### src/rtl/noc_client_pkg.sv
// Shared types, packet field offsets, FSM states and LFSR step for the NoC client node.
package noc_client_pkg;

  localparam int COORD_W_DEF = 2;
  localparam int PAY_W_DEF   = 8;

  typedef logic [COORD_W_DEF-1:0] coord_t;

  // Field offsets for the default geometry; the node derives its own from its parameters.
  localparam int SY_LSB = PAY_W_DEF;
  localparam int SX_LSB = PAY_W_DEF + COORD_W_DEF;
  localparam int DY_LSB = PAY_W_DEF + 2 * COORD_W_DEF;
  localparam int DX_LSB = PAY_W_DEF + 3 * COORD_W_DEF;

  typedef enum logic [1:0] {
    IDLE = 2'd0,
    GEN  = 2'd1,
    SEND = 2'd2,
    GAP  = 2'd3
  } state_t;

  // Galois form of x^16 + x^14 + x^13 + x^11 + 1, shifting right.
  localparam logic [15:0] LFSR_TAPS = 16'hB400;

  function automatic logic [15:0] lfsr_next(input logic [15:0] s);
    return {1'b0, s[15:1]} ^ (s[0] ? LFSR_TAPS : 16'h0000);
  endfunction

endpackage

### src/rtl/noc_client_node_lfsr.sv
// 16-bit Galois LFSR: loads seed on reset, steps once per cycle when advance is high.
module noc_lfsr16
  import noc_client_pkg::*;
(
  input  logic        clk,
  input  logic        reset,
  input  logic        advance,
  input  logic [15:0] seed,
  output logic [15:0] state
);

  always_ff @(posedge clk) begin
    if (reset) begin
      state <= seed;
    end else if (advance) begin
      state <= lfsr_next(state);
    end
  end

endmodule

### src/rtl/noc_client_node.sv
// Mesh client node: pseudo-random traffic generator plus checking sink.
// Optional NOC_CLIENT_LATENCY_EN timestamps payloads and adds lat_sum/lat_max outputs.
module noc_client_node
  import noc_client_pkg::*;
#(
  parameter int          COORD_W  = 2,
  parameter int          PAY_W    = 8,
  localparam int         PKT_W    = 4 * COORD_W + PAY_W,
  parameter int          X_ADDR   = 0,
  parameter int          Y_ADDR   = 0,
  parameter logic [15:0] SEED     = 16'hACE1,
  parameter int          GAP      = 2,
  parameter int          MAX_PKTS = 0,
  parameter int          CNT_W    = 16
) (
  input  logic             clk,
  input  logic             reset,
  input  logic             enable,
  output logic [PKT_W-1:0] out_data,
  output logic             out_valid,
  input  logic             out_ready,
  input  logic [PKT_W-1:0] in_data,
  input  logic             in_valid,
  output logic             in_ready,
  output logic [CNT_W-1:0] tx_count,
  output logic [CNT_W-1:0] rx_count,
  output logic [CNT_W-1:0] err_count,
  output logic             done
`ifdef NOC_CLIENT_LATENCY_EN
  ,
  output logic [CNT_W+PAY_W-1:0] lat_sum,
  output logic [PAY_W-1:0]       lat_max
`endif
);

  localparam int L_DY = PAY_W + 2 * COORD_W;
  localparam int L_DX = PAY_W + 3 * COORD_W;

  localparam logic [COORD_W-1:0] SELF_X   = COORD_W'(X_ADDR);
  localparam logic [COORD_W-1:0] SELF_Y   = COORD_W'(Y_ADDR);
  localparam logic [15:0]        SEED_MIX = SEED ^ 16'({SELF_X, SELF_Y});
  // An all-zero LFSR would lock up, so that seed is replaced.
  localparam logic [15:0]        SEED_EFF = (SEED_MIX == 16'h0000) ? 16'h0001 : SEED_MIX;

  state_t           state;
  logic [15:0]      lfsr;
  logic [15:0]      gap_cnt;
  logic [COORD_W-1:0] cand_x, cand_y;
  logic [PAY_W-1:0] payload;
  logic             self_hit;
  logic             last_pkt;
  logic             rx_fire;
  logic             misroute;
  logic             unused_bits;

  noc_lfsr16 u_lfsr (
    .clk     (clk),
    .reset   (reset),
    .advance (state == noc_client_pkg::GEN),
    .seed    (SEED_EFF),
    .state   (lfsr)
  );

  assign cand_x   = lfsr[2*COORD_W-1:COORD_W];
  assign cand_y   = lfsr[COORD_W-1:0];
  assign self_hit = (cand_x == SELF_X) && (cand_y == SELF_Y);
  assign last_pkt = (MAX_PKTS != 0) &&
                    (({1'b0, tx_count} + (CNT_W+1)'(1)) == (CNT_W+1)'(MAX_PKTS));

`ifdef NOC_CLIENT_LATENCY_EN
  logic [PAY_W-1:0]       ts;
  logic [PAY_W-1:0]       lat;
  logic [CNT_W+PAY_W:0]   sum_ext;

  always_ff @(posedge clk) begin
    if (reset) ts <= '0;
    else       ts <= ts + PAY_W'(1);
  end

  assign payload = ts;
  assign lat     = ts - in_data[PAY_W-1:0];
  assign sum_ext = {1'b0, lat_sum} + (CNT_W+PAY_W+1)'(lat);
`else
  assign payload = lfsr[15:16-PAY_W];
`endif

  assign unused_bits = ^{lfsr, in_data};

  always_ff @(posedge clk) begin
    if (reset) begin
      state     <= IDLE;
      out_valid <= 1'b0;
      out_data  <= '0;
      tx_count  <= '0;
      done      <= 1'b0;
      gap_cnt   <= '0;
    end else begin
      case (state)
        IDLE: if (enable && !done) state <= GEN;
        GEN: begin
          if (!self_hit) begin
            out_data  <= {cand_x, cand_y, SELF_X, SELF_Y, payload};
            out_valid <= 1'b1;
            state     <= SEND;
          end
        end
        SEND: begin
          if (out_ready) begin
            out_valid <= 1'b0;
            tx_count  <= (&tx_count) ? tx_count : tx_count + CNT_W'(1);
            if (last_pkt) begin
              done  <= 1'b1;
              state <= IDLE;
            end else if (GAP == 0) begin
              state <= GEN;
            end else begin
              gap_cnt <= 16'(GAP - 1);
              state   <= noc_client_pkg::GAP;
            end
          end
        end
        noc_client_pkg::GAP: begin
          if (gap_cnt == 16'd0) state <= enable ? GEN : IDLE;
          else                  gap_cnt <= gap_cnt - 16'd1;
        end
        default: state <= IDLE;
      endcase
    end
  end

  assign rx_fire  = in_valid && in_ready;
  assign misroute = (in_data[L_DX +: COORD_W] != SELF_X) ||
                    (in_data[L_DY +: COORD_W] != SELF_Y);

  always_ff @(posedge clk) begin
    if (reset) begin
      in_ready  <= 1'b0;
      rx_count  <= '0;
      err_count <= '0;
`ifdef NOC_CLIENT_LATENCY_EN
      lat_sum   <= '0;
      lat_max   <= '0;
`endif
    end else begin
      in_ready <= 1'b1;
      if (rx_fire) begin
        rx_count <= (&rx_count) ? rx_count : rx_count + CNT_W'(1);
        if (misroute) begin
          err_count <= (&err_count) ? err_count : err_count + CNT_W'(1);
        end
`ifdef NOC_CLIENT_LATENCY_EN
        else begin
          lat_sum <= sum_ext[CNT_W+PAY_W] ? '1 : sum_ext[CNT_W+PAY_W-1:0];
          if (lat > lat_max) lat_max <= lat;
        end
`endif
      end
    end
  end

endmodule

### config.mk
export PLATFORM = sky130hd
export DESIGN_NAME = noc_client_node
export DESIGN_NICKNAME = d
export VERILOG_FILES = /design/src/rtl/noc_client_pkg.sv /design/src/rtl/noc_client_node_lfsr.sv /design/src/rtl/noc_client_node.sv
export SDC_FILE = /design/constraint.sdc
export NUM_CORES = 1
export LEC_CHECK = 0
export ABC_AREA = 1
export BUFFER_PORTS_ARGS = -buffer_cell sky130_fd_sc_hd__buf_2
export CAP_MARGIN = 20
export CORE_MARGIN = 5
export CORE_UTILIZATION = 40
export DETAILED_ROUTE_END_ITERATION = 16
export GPL_ROUTABILITY_DRIVEN = 0
export PLACE_DENSITY_LB_ADDON = 0.12
export SLEW_MARGIN = 20
export SYNTH_ARGS = -nofsm -noshare
export SYNTH_HDL_FRONTEND = slang
export SYNTH_SLANG_ARGS = --single-unit
### constraint.sdc
create_clock -name clk -period 2 [get_ports clk]
set_input_delay 0.2 -clock clk [delete_from_list [all_inputs] [get_ports clk]]
set_output_delay 0.2 -clock clk [all_outputs]
set_load 0.05 [all_outputs]
* Word level (Yosys, flattened, before mapping) *
Index checks and enable logic that the tools add are counted.

word-level totals
  register bits after elaboration = 96
  bits of input ports = 21

cells by class
  reduce and logical (&&, ||, !) cells = 21
  multiplexer cells = 14
  bitwise gates (word level) = 5
  add/subtract/negate cells = 4
  eq/ne operators = 8

operators by type and width
  kind                                                                   number
  16-bit by 1-bit adder with 16-bit output, second input constant        3
  16-bit 2-to-1 mux                                                      3
  16-bit AND reduction                                                   3
  16-bit case mux with 2 select lines                                    1
  16-bit logical NOT                                                     1
  16-bit by 1-bit subtractor with 16-bit output, second input constant   1
  15-bit by 16-bit bitwise XOR with 16-bit output                        1
  3-bit AND reduction                                                    4
  2-bit != test, second input constant                                   5
  2-bit 2-to-1 mux                                                       4
  2-bit case mux with 4 select lines                                     1
  2-bit nonzero test                                                     4
  2-bit logical NOT                                                      3
  2-bit equality test, second input constant                             2
  1-bit 2-to-1 mux                                                       4
  1-bit inverter                                                         4
  2-bit AND reduction                                                    2
  4-bit AND reduction                                                    1
  2-bit by 1-bit equality test with 1-bit output, second input constant  1
  1-bit logical AND                                                      2
  1-bit case mux with 2 select lines                                     1
  1-bit logical OR                                                       1

* Depth between registers and ports, before layout *
  word-level depth = 4
  gate-level depth with buffers = 11

* Modules after synthesis *
A second synthesis with hierarchy kept.

second synthesis, totals
  cells, all modules = 776
  area total of the unflattened synthesis = 5,317.6 µm²

by module, submodules not included
  module           area an instance (µm²)  cells an instance  times used
  noc_client_node  4,551.9                 698                1
  noc_lfsr16       765.7                   78                 1

* Worst setup path before layout *
No wires, ideal clock.

  path kind = flip-flop to flip-flop
  from = register err_count[0]
  to = register err_count[14]
  setup slack = 0.042 ns
  required time = 1.868 ns
  cell stages (with the launch flop) = 10
  clock period less this slack = 1.958 ns
  arrival = 1.826 ns
  cells stage by stage = dfxtp_1 -> ha_1 -> nand3_1 -> nor2_4 -> nand3_2 -> nand2_4 -> inv_2 -> buf_6 -> nand2_1 -> a21oi_2

between the ends
  word-level cells in the longest chain between the ends = 3
  elaborated cells on any way between the ends = 4
  those cells by class = add/sub: 1; bitwise: 1; reduce/logical: 2

RTL lines
  what                                                                                              line                    RTL
  start, declared                                                                                   noc_client_node.sv:27   output logic [CNT_W-1:0] err_count,
  start signal, assigned                                                                            noc_client_node.sv:149  err_count <= (&err_count) ? err_count : err_count + CNT_W'(1);
  parallel branches: the longest is 3 deep, another holds 16-bit by 1-bit adder with 16-bit output  -

Several ways; the timed one is not identified.
A chain may end at the register's enable or synchronous reset.

* Worst setup path in the final report *
  from = register err_count[1]
  to = register err_count[12]

Same word-level chain as after synthesis.

==> results.md <==
- Area share of the largest cell type after synthesis: 36.6%
- Detail Placement HPWL: 8750 µm
- Worst EP required: 2240 ps
- Static leakage: 2.58 nW
- CTS tree: built
- Initial DRC Count: 284
- Routed WL: 12200 µm
- Grt ovf: 0
- Post-Syn Instances: 764
- Crit-path max FO: 14
- Tightest Hold Check Type: in2reg
- Slew HR: 61.9%
- Die Span X: 124 µm
- Core Footprint: 0.0127 mm²
- Met2 usage in global routing: 25.6%
- Clock latency on the worst-skew pair: 340 ps
- Gr usage total: 15.9%
- Area occupied by multi-input gates: 0.00291 mm²
- Initial Utilization: 41.2%
- Io pins: 88
- Post-synthesis average cell area: 6.86 µm²
- Final core occ: 47.8%
- Largest net degree at the start of global routing: 61
- CP startpoint kind: register
- Share of cells above drive strength 1: 20.3%
- Vias per cell: 4.80
- Final WS setup: 209 ps
- Area contributors post-synth: dfxtp_1 37%, nand2_1 15%, nor2_1 8.2%
- Area growth, synth to finish: 15.9%
- Status: finished, final reports clean
- Clock sinks: 96
- Distinct cells, synth: 36
- Final Total Pwr: 6.51 mW
- Worst Tran Pin Value: 567 ps
- Setup bufs post-CTS: 0
- Min Clock Period, post-route: 1790 ps
- Synth top cells by count: 214 x nand2_1, 115 x nor2_1, 96 x dfxtp_1
- Post-synth ARST share: 0%
- Final Hold Fails: 0
- Die Ht: 124 µm
- Vias in the first global route: 4593
- CTS H-Tree Depth: 3
- Drt pass-1 iters: 4
- Mapped cell area: 0.00524 mm²
- Ys Warns: 0
- Worst-path clk slew: 60 ps
- RSZ-0062 raised after global routing: no
- Type of the worst setup path: reg2reg
- DR DRC count: 0
- Post-DRT Antenna Nets: 0
- # nets final: 864
- Clock Tree Root: clkbuf_16
- Die footprint: 0.0155 mm²
- Routing usage on met3: 3.17%
- Synth Flop Type: dfxtp_1
- Yosys top cell by area: dfxtp_1
- Routed length per instance: 12.0 µm
- Max VDD drop: 0.000469 V
- Max capacitance violation total: 0
- Yosys reg bits: 96
- Initial antenna violation count: 0
- Register Area: 0.00192 mm²
- EDFF count, synth: 0
- Cell with the most instances after synthesis: nand2_1
- Gr busiest metal: met2
- Setup_tns: 0 ps
- Period utilization: 89.6%
- Arrival time at the worst endpoint: 2030 ps
- Clock skew: 5.15 ps
- Pwr per Cell Area: 1070 mW/mm²
- First-pass GRT wire length: 21100 µm
- Fmax: 558 MHz
- Register area share after synthesis: 36.6%
- Ant diodes: 0
- Grt met1 use: 21.1%
- Post-Place Setup Slack: 207 ps
- Setup Viol. Count Final: 0
- Via count: 4850
- Number of buffers created by CTS: 9
- CTS Buffer Depth: 2
- CP Capture Type: register
- Layout filler cell count: 1376
- Post-cts hold buffer count: 0
- Site Rows: 41
- # resized after CTS: 0
- Fin. max-slew vios: 0
- Port Buffer Count: 70
[critical path, cell delays in order (launching register included)]
cell	delay, ps
dfxtp_1	400
ha_1	260
nand3_1	180
nor2_4	190
nand3_2	120
nand2_4	150
inv_2	140
nand2_1	110
nand2_1	50
nand2_1	50
nor2_1	40
[cells in the final DEF (no fill, tap or decap), types with 14 or more instances in the layout]
cell	n
dfxtp_1	96
nand2_1	214
buf_4	14
nand3_1	36
nor2_1	115
inv_1	58
o21ai_0	24
a21oi_2	25
xor2_1	20
buf_2	70
a21oi_1	45
nand2_2	20
[cell type report]
class,instances,share of cell area (%)
inverter,63,3.89
sequential,96,31.6
tap,172,3.54
clock buffer,11,3.99
multi-input combinational,579,47.8
timing repair buffer,85,7.82
clock inverter,5,1.32
[cell families after synthesis]
family / Yosys count / share of synthesized area (%)
other: 1 / 0.0715
AO/OA/AOI/OAI: 98 / 11.3
buffers and inverters: 93 / 8.18
flip-flops: 96 / 36.6
XOR/XNOR: 31 / 5.18
adder cells (fa/ha/maj): 9 / 2.15
AND/OR/NAND/NOR: 436 / 36.5
[metrics by stage]
step                      instances  hold WS [ps]  instance area (µm²)
after floorplan                 768           429                 5260
after global placement          995           441                 5760
after detailed placement        995           450                 5760
after CTS                      1011           275                 6080
after global routing           1011           328                 6080
final                          1011           288                 6080
[worst paths after layout]
| check | cells past startpoint | to | startpoint | slack, ps |
|---|---|---|---|---|
| max | 10 | err_count[12] | err_count[1] | 210 |
| max reg2reg | 10 | err_count[12] | err_count[1] | 210 |
| min reg2reg | 2 | out_data[13] | out_data[13] | 460 |
| min | 4 | out_valid | out_ready | 290 |
[layer usage]
| metal | up-vias | part of all wire (%) |
|---|---|---|
| met5 | - | 0 |
| met4 | 0 | 1.4 |
| met3 | 13 | 3.5 |
| met2 | 71 | 45 |
| met1 | 2217 | 50 |
| li1 | 2549 | - |
[report_power, final]
| group | internal (mW) | switching, mW |
|---|---|---|
| clock | 1.13 | 0.738 |
| sequential | 2.19 | 0.203 |
| combinational | 0.703 | 1.55 |
[sequential cells by signal (all words and copies together), names as in the netlist]
signal / cells
tx_count: 16
rx_count: 16
out_valid: 1
out_data: 12
gap_cnt: 16
in_ready: 1
state: 2
err_count: 16
u_lfsr.state: 16
Power figures use the tool's default switching activity.
